File: src/rtl/fork_three_fifo_if.sv
// Valid/ready stream bundle used for the fork input and both branch outputs.
interface fork_three_fifo_if #(
    parameter int unsigned DW = 32
);
    logic [DW-1:0] data;
    logic          valid;
    logic          ready;

    modport master (output data, output valid, input ready);
    modport slave  (input data, input valid, output ready);
endinterface

File: src/rtl/fork_three_fifo.sv
// Stream fork: input FIFO feeds two independent branch FIFOs; each accepted
// word is delivered exactly once, in order, to both branch A and branch B.

module fork_three_fifo_buf #(
    parameter int unsigned DW    = 32,
    parameter int unsigned DEPTH = 16
) (
    input  logic          clk,
    input  logic          rst,
    input  logic          push_i,
    input  logic [DW-1:0] wdata_i,
    input  logic          pop_i,
    output logic [DW-1:0] rdata_o,
    output logic          empty_o,
    output logic          full_o
);
    localparam int unsigned AW = $clog2(DEPTH);
    localparam int unsigned PW = AW + 1;

    logic [PW-1:0] wr_ptr_q, wr_ptr_d;
    logic [PW-1:0] rd_ptr_q, rd_ptr_d;
    logic [DW-1:0] mem_q [DEPTH];
    logic          wr_en;
    logic          rd_en;

    // Pointer MSB is the wrap bit: equal pointers mean empty, differing wrap means full.
    assign empty_o = (wr_ptr_q == rd_ptr_q);
    assign full_o  = (wr_ptr_q[AW-1:0] == rd_ptr_q[AW-1:0]) &&
                     (wr_ptr_q[AW] != rd_ptr_q[AW]);
    assign rdata_o = mem_q[rd_ptr_q[AW-1:0]];

    assign wr_en = push_i && !full_o;
    assign rd_en = pop_i && !empty_o;

    always_comb begin
        wr_ptr_d = wr_ptr_q;
        rd_ptr_d = rd_ptr_q;
        if (wr_en) begin
            wr_ptr_d = wr_ptr_q + PW'(1);
        end
        if (rd_en) begin
            rd_ptr_d = rd_ptr_q + PW'(1);
        end
    end

    always_ff @(posedge clk or posedge rst) begin
        if (rst) begin
            wr_ptr_q <= '0;
            rd_ptr_q <= '0;
        end else begin
            wr_ptr_q <= wr_ptr_d;
            rd_ptr_q <= rd_ptr_d;
        end
    end

    // Storage is not reset; contents are only observable behind a valid pointer.
    always_ff @(posedge clk) begin
        if (wr_en) begin
            mem_q[wr_ptr_q[AW-1:0]] <= wdata_i;
        end
    end
endmodule

module fork_three_fifo #(
    parameter int unsigned DW         = 32,
    parameter int unsigned FIFO_DEPTH = 16
) (
    input  logic                clk,
    input  logic                rst,
    fork_three_fifo_if.slave    d,
    fork_three_fifo_if.master   a,
    fork_three_fifo_if.master   b
);
    logic          in_push, in_pop, in_empty, in_full;
    logic [DW-1:0] in_head;
    logic          a_push, a_pop, a_empty, a_full;
    logic [DW-1:0] a_head;
    logic          b_push, b_pop, b_empty, b_full;
    logic [DW-1:0] b_head;
    logic          done_a, done_b;
    logic          sent_a_q, sent_a_d;
    logic          sent_b_q, sent_b_d;

    fork_three_fifo_buf #(.DW(DW), .DEPTH(FIFO_DEPTH)) u_in_fifo (
        .clk     (clk),
        .rst     (rst),
        .push_i  (in_push),
        .wdata_i (d.data),
        .pop_i   (in_pop),
        .rdata_o (in_head),
        .empty_o (in_empty),
        .full_o  (in_full)
    );

    fork_three_fifo_buf #(.DW(DW), .DEPTH(FIFO_DEPTH)) u_a_fifo (
        .clk     (clk),
        .rst     (rst),
        .push_i  (a_push),
        .wdata_i (in_head),
        .pop_i   (a_pop),
        .rdata_o (a_head),
        .empty_o (a_empty),
        .full_o  (a_full)
    );

    fork_three_fifo_buf #(.DW(DW), .DEPTH(FIFO_DEPTH)) u_b_fifo (
        .clk     (clk),
        .rst     (rst),
        .push_i  (b_push),
        .wdata_i (in_head),
        .pop_i   (b_pop),
        .rdata_o (b_head),
        .empty_o (b_empty),
        .full_o  (b_full)
    );

    // Handshakes derive only from registered FIFO state, never from the peer's valid/ready.
    assign d.ready = !in_full;
    assign a.valid = !a_empty;
    assign a.data  = a_head;
    assign b.valid = !b_empty;
    assign b.data  = b_head;

    assign in_push = d.valid && !in_full;
    assign a_pop   = !a_empty && a.ready;
    assign b_pop   = !b_empty && b.ready;

    // Fork stage: the IN head leaves only once both branches have taken it.
    always_comb begin
        a_push   = 1'b0;
        b_push   = 1'b0;
        done_a   = 1'b0;
        done_b   = 1'b0;
        in_pop   = 1'b0;
        sent_a_d = sent_a_q;
        sent_b_d = sent_b_q;

        a_push = !in_empty && !sent_a_q && !a_full;
        b_push = !in_empty && !sent_b_q && !b_full;
        done_a = sent_a_q || a_push;
        done_b = sent_b_q || b_push;
        in_pop = !in_empty && done_a && done_b;

        if (in_pop) begin
            sent_a_d = 1'b0;
            sent_b_d = 1'b0;
        end else begin
            sent_a_d = sent_a_q || a_push;
            sent_b_d = sent_b_q || b_push;
        end
    end

    always_ff @(posedge clk or posedge rst) begin
        if (rst) begin
            sent_a_q <= 1'b0;
            sent_b_q <= 1'b0;
        end else begin
            sent_a_q <= sent_a_d;
            sent_b_q <= sent_b_d;
        end
    end
endmodule

File: src/flat_wrapper.sv
// flat-port wrapper written by rule: the top's interface ports become plain ports
module fork_three_fifo_flat 
#(
    parameter int unsigned DW         = 32,
    parameter int unsigned FIFO_DEPTH = 16
)
  (clk, rst, d_data, d_valid, d_ready, a_data, a_valid, a_ready, b_data, b_valid, b_ready);
  fork_three_fifo_if #(.DW(DW)) d_i ();
  fork_three_fifo_if #(.DW(DW)) a_i ();
  fork_three_fifo_if #(.DW(DW)) b_i ();
  input  logic clk;
  input  logic rst;
  input wire logic [$bits(d_i.data)-1:0] d_data;
  input wire logic [$bits(d_i.valid)-1:0] d_valid;
  output wire logic [$bits(d_i.ready)-1:0] d_ready;
  output wire logic [$bits(a_i.data)-1:0] a_data;
  output wire logic [$bits(a_i.valid)-1:0] a_valid;
  input wire logic [$bits(a_i.ready)-1:0] a_ready;
  output wire logic [$bits(b_i.data)-1:0] b_data;
  output wire logic [$bits(b_i.valid)-1:0] b_valid;
  input wire logic [$bits(b_i.ready)-1:0] b_ready;
  assign d_i.data = d_data;
  assign d_i.valid = d_valid;
  assign d_ready = d_i.ready;
  assign a_data = a_i.data;
  assign a_valid = a_i.valid;
  assign a_i.ready = a_ready;
  assign b_data = b_i.data;
  assign b_valid = b_i.valid;
  assign b_i.ready = b_ready;
  fork_three_fifo #(.DW(DW), .FIFO_DEPTH(FIFO_DEPTH)) u_core (.clk(clk), .rst(rst), .d(d_i), .a(a_i), .b(b_i));
endmodule
File: config.mk
export PLATFORM = sky130hd
export DESIGN_NAME = fork_three_fifo_flat
export DESIGN_NICKNAME = d
export VERILOG_FILES = /design/src/rtl/fork_three_fifo_if.sv /design/src/rtl/fork_three_fifo.sv /design/src/flat_wrapper.sv
export SDC_FILE = /design/constraint.sdc
export NUM_CORES = 1
export LEC_CHECK = 0
export BUFFER_PORTS_ARGS = -buffer_cell sky130_fd_sc_hd__buf_2
export CAP_MARGIN = 5
export CORE_UTILIZATION = 40
export DETAILED_ROUTE_END_ITERATION = 10
export GPL_TIMING_DRIVEN = 0
export REMOVE_ABC_BUFFERS = 1
export SLEW_MARGIN = 20
export SYNTH_ARGS = -nofsm -noshare
export SYNTH_HDL_FRONTEND = slang
export SYNTH_SLANG_ARGS = --single-unit
File: constraint.sdc
create_clock -name clk -period 5.6 [get_ports clk]
set_input_delay 0.28 -clock clk [delete_from_list [all_inputs] [get_ports clk]]
set_output_delay 0.28 -clock clk [all_outputs]
set_load 0.01 [all_outputs]
[Word-level counts from Yosys, hierarchy flattened]
Memory sizes are Yosys's and may differ from the RTL's.
Cells that the tools add are included.
Word-level totals
  bits in registers: 32
  memory bits (writable): 1536
  bits of input ports: 37
  output and inout port bits: 67
  word-level logic and storage cells: 62
  memories kept: 3
Memories
  u_core.u_a_fifo.mem_q: depth 16, bits a word 32, read ports 1, clocked after Yosys merged registers in 0, wr ports 1, line fork_three_fifo.sv:22  | logic [DW-1:0] mem_q [DEPTH];
  u_core.u_b_fifo.mem_q: depth 16, bits a word 32, read ports 1, clocked after Yosys merged registers in 0, wr ports 1, line fork_three_fifo.sv:22
  u_core.u_in_fifo.mem_q: depth 16, bits a word 32, read ports 1, clocked after Yosys merged registers in 0, wr ports 1, line fork_three_fifo.sv:22
Operators by class
  add/subtract/negate cells: 6
  eq/ne operators: 9
  mux-type cells: 8
  reductions and logical operators: 28
Operators by type and width (count)
  $add A5 B1 Y5 const B: 6
  $logic_and A1 B1 Y1: 18
  $eq A5 B5 Y1: 3
  $eq A4 B4 Y1: 3
  $logic_not A1 Y1: 8
  $mux W1: 8
  $ne A1 B1 Y1: 3
  $logic_or A1 B1 Y1: 2

[Longest topological paths before layout]
  depth after elaboration: 8
  mapped depth: 7
  depth with buffers taken out: 5

[Modules after synthesis]
A second synthesis with hierarchy kept.
Second synthesis, totals
  cell total of the unflattened synthesis: 2610
  area total of the unflattened synthesis: 60040.1 um^2
By module, submodules not included
  fork_three_fifo_buf: instances 3, cells each 864, area each 19967.9 um^2
  fork_three_fifo: instances 1, cells each 18, area each 136.4 um^2

[Worst setup path after synthesis]
Ideal clock, no wire load.
  path type: reg-to-reg
  from: register u_core.u_in_fifo.rd_ptr_q[0]
  to: memory u_core.u_b_fifo.mem_q[10][0], enable pin
  arrival time: 4.616 ns
  slack: 0.471 ns
  cell stages (with the launch flop): 7
  period minus slack after synthesis: 5.129 ns
  path through: dfrtp_1 -> buf_2 -> xor2_1 -> nor4_4 -> o2bb2ai_2 -> buf_2 -> nor4b_1
On the way
  longest elaborated chain between the ends: 7
Ends and longest elaborated chain
  start: declaration: line fork_three_fifo.sv:21  | logic [PW-1:0] rd_ptr_q, rd_ptr_d;
  start signal: assignment: line fork_three_fifo.sv:52  | rd_ptr_q <= rd_ptr_d;
  $eq A5 B5 Y1: line fork_three_fifo.sv:27  | assign empty_o = (wr_ptr_q == rd_ptr_q);
  $logic_not A1 Y1: line fork_three_fifo.sv:139  | b_push = !in_empty && !sent_b_q && !b_full;
  $logic_and A1 B1 Y1 (2 in series): line fork_three_fifo.sv:139
  $logic_and A1 B1 Y1: line fork_three_fifo.sv:32  | assign wr_en = push_i && !full_o;
  $mux W1: line fork_three_fifo.sv:58  | if (wr_en) begin
  $mux W1 (implied by the code): line fork_three_fifo.sv:59  | mem_q[wr_ptr_q[AW-1:0]] <= wdata_i;
  end: declaration: line fork_three_fifo.sv:22
No other way between the ends.

[Final worst setup path]
  from: register u_core.u_a_fifo.rd_ptr_q[0]
  to: output port a_data[28]
On the way
  longest elaborated chain between the ends: 1
Ends and longest elaborated chain
  start: declaration: line fork_three_fifo.sv:21
  start signal: assignment: line fork_three_fifo.sv:52
  $mem_v2 Z16 W32
  end: declaration: line flat_wrapper.sv:16  | output wire logic [$bits(a_i.data)-1:0] a_data;
No other way between the ends.

==> metrics.txt <==
antenna violations before repair=14; cell with the largest stage delay on the worst path=dfrtp_4; count of cell types in the netlist=42; fmax=0.250 GHz; violation count after the first detailed-route iteration=about 2500; maximum level of the CTS H-tree=4; Resized Gates After CTS=0; count of pins on the block boundary=about 100; worst supply voltage drop on vdd=between 0.3 and 0.4 mV; number of buffers added on ports=103; height of the chip=about 400 um; PnR worst setup slack=~1.6 ns; syn avg cell area=22.7 um^2; RSZ-0062 raised after global routing=false; Vias/cell=5.41; Routability Congestion=0.724; CP Buf/Inv Count=4; leakage power of the design=around 23 nW; delay of the slowest critical-path stage=just under 0.8 ns; Layout area overhead=19.4%; placed wire-length estimate after detailed placement=89.1 mm; number of search-and-repair iterations in the first detailed-routing pass=5; first-pass GRT wire length=approximately 200 mm; total number of yosys warnings=0; clock sink count=1568; arrival time at the worst endpoint=3.72 ns; Least-Margin Pin Slew=about 1.0 ns; setup TNS after final layout=0 ns; final std cells w/o fill=approximately 5200; commonest non-fill, non-tap cells in the layout=edfxtp_1 (1536), mux4_2 (384), buf_2 (161), clkbuf_16 (157); portion of the clock cycle consumed by the worst path in the final layout=a little under three quarters; Setup violations, final=0; die area=0.152 mm^2; Critical Path Stages=8; number of synthesized register bits=1568; TritonCTS clock tree=built; placed instance count=4868; clk buf depth=3; max-capacitance violation count=0; post-DR wirelength/cell=~26 um; effective utilization at floorplan=40.3%; most used flip-flop cell after synthesis=edfxtp_1; clock edge transition at the registers on the reported setup and hold paths=0.06 ns; number of instances in the synthesized netlist=2661; post-layout min period=4.00 ns; final setup skew=~0.028 ns; run status=finished clean; Reg2Reg Depth=8; Total Wirelength=136 mm; async set-or-reset flop fraction in the synthesized netlist=2.04%; later-pin clock latency in the skew report=0.77 ns; CTS Buf Count=about 150; largest fanout of any net on the critical path=30; biggest area contributors in the synthesized netlist=edfxtp_1 (76%), mux4_2 (14%), mux2i_1 (1.6%); share of the synthesized area in the top cell type=76.5%; overall fraction of global-route tracks in use=18.0%; PD cells=622 mW/mm^2; path type of the worst min-delay path=in -> reg; Core Footprint=0.150 mm^2; overall via count from detail_route=roughly 28000; maximum number of pins on one net before global-route repair=56; CP Data Required Time=around 5.3 ns; family with the most delay on the worst path=buffers and inverters; number of hold buffers added after cts=35; # nets final=3094; cell area after technology mapping=0.0603 mm^2; number of enable flip-flop cells after synthesis=1536; most common cell after layout, fill and taps aside=edfxtp_1; Total Power Consumption=between 40 and 50 mW; biggest area consumer among synthesized cells=edfxtp_1; DRC violations left=0; fraction of final layout cells with drive strength greater than 1=33.3%; critical path endpoint category=output port; width of the chip=390 um; startpoint type of the worst setup path=flop; number of max-slew violations in the final report=0; worst setup slack after placement=1.55 ns; total congestion overflow after global routing=0; cell-by-cell trace of the critical path=buf_12 > buf_16 > buf_12 > mux4_2 > nor2b_1 > a211oi_1 > a21oi_1 > buf_2; FP Rows=about 140; sequential-to-total area share from yosys stat=77.8%; startpoint-to-endpoint class of the critical path=reg -> out; buffers inserted during post-CTS setup optimization=0; Slew HR=30.1%; number of diodes added for antenna fixing=0; antenna-violating nets left=0; dominant cell type by count on the critical path=buf_12; Cells on Worst Hold Path=3; Hold Fails Final Rpt=0; via count of the first global-routing pass=29500; root cell of the clock tree=clkbuf_16
## cells by family after synthesis
logic type	synth area share [%]
multiplexers	16.0
AND/OR/NAND/NOR	1.92
buffers and inverters	1.23
XOR/XNOR	0.581
AO/OA/AOI/OAI	2.14
adder cells (fa/ha/maj)	0.311
flip-flops	77.8
## Yosys cell counts (2+ instances only)
| cell | instances |
|---|---|
| a21boi_1 | 2 |
| xor2_1 | 13 |
| nand4_1 | 12 |
| buf_6 | 5 |
| buf_4 | 12 |
| mux2_2 | 2 |
| dfrtp_1 | 32 |
| xnor2_1 | 27 |
| inv_1 | 11 |
| nor4_4 | 2 |
| nand2_1 | 20 |
| buf_1 | 7 |
| nand2b_1 | 6 |
| a211oi_1 | 96 |
| mux4_2 | 384 |
| buf_2 | 47 |
| a21oi_1 | 96 |
| and3_1 | 2 |
| clkbuf_1 | 78 |
| nor2b_1 | 96 |
| nor4b_1 | 12 |
| nor2_1 | 26 |
| edfxtp_1 | 1536 |
| o21ai_0 | 2 |
| mux2i_1 | 96 |
| ha_1 | 15 |
| nor3_1 | 9 |
## area by class of cell
cell class	instances	area [um^2]
Clock buffer	185	4060
Clock inverter	91	872
Fill cell	11900	77700
Inverter	11	46.3
Multi-Input combinational cell	933	13300
Sequential cell	1568	47000
Tap cell	2016	2520
Timing Repair Buffer	375	4250
## sequential cells by signal, indices dropped and copies added (netlist names)
| name | flops |
|---|---|
| u_core.sent_a_q | 1 |
| u_core.sent_b_q | 1 |
| u_core.u_a_fifo.mem_q | 512 |
| u_core.u_a_fifo.rd_ptr_q | 5 |
| u_core.u_a_fifo.wr_ptr_q | 5 |
| u_core.u_b_fifo.mem_q | 512 |
| u_core.u_b_fifo.rd_ptr_q | 5 |
| u_core.u_b_fifo.wr_ptr_q | 5 |
| u_core.u_in_fifo.mem_q | 512 |
| u_core.u_in_fifo.rd_ptr_q | 5 |
| u_core.u_in_fifo.wr_ptr_q | 5 |
## final timing paths
path,end,slack [ns],startpoint
setup / recovery,a_data[28],1.60,u_core.u_a_fifo.rd_ptr_q[0]
hold / removal,u_core.u_in_fifo.wr_ptr_q[0],0.1,d_valid
setup reg to reg,u_core.u_a_fifo.mem_q[2][16],1.64,u_core.u_a_fifo.rd_ptr_q[1]
hold reg to reg,u_core.u_a_fifo.rd_ptr_q[4],0.50,u_core.u_a_fifo.rd_ptr_q[4]
max in group asynchronous,u_core.u_in_fifo.rd_ptr_q[1],4.72,rst
min in group asynchronous,u_core.u_a_fifo.wr_ptr_q[2],0.26,rst
## through the flow
stage               utilization [%]  hold WS (ns)  instance area (um^2)
global route                   48.1        0.0751                 72000
floorplan                         -         0.379                 59600
CTS                            48.1        0.0344                 72000
finish                         48.1        0.0954                 72000
detailed placement             44.6         0.485                 66800
global placement               41.8         0.479                 62700
## layer usage
metal  track usage [%]  share of wire [%]  routed length [um]  up-vias
met2              30.5                 51               69200      855
met3              3.37                5.7                7710      210
met5                 0              0.091                 123        -
met1              23.8                 41               55500    14900
met4              5.34                2.3                3150       20
li1                  -                  -                   -    12000
## worst register-to-register path: stages, from the launching register on
cell      delay (ns)
dfrtp_4         0.81
buf_12          0.32
xor2_1          0.30
nor4_4          0.12
a221oi_4        0.46
nand2_1         0.34
nor3_2          0.76
buf_4           0.33
buf_4           0.23
## power by group
part / total (mW) / switching [mW] / leakage, nW / internal [mW]
clock: 10.1 / 4.24 / 2.43 / 5.87
combinational: 15.8 / 9.13 / 6.43 / 6.71
sequential: 18.9 / 1.17 / 14.3 / 17.7
Note: power is estimated with default switching activity, not from simulation.
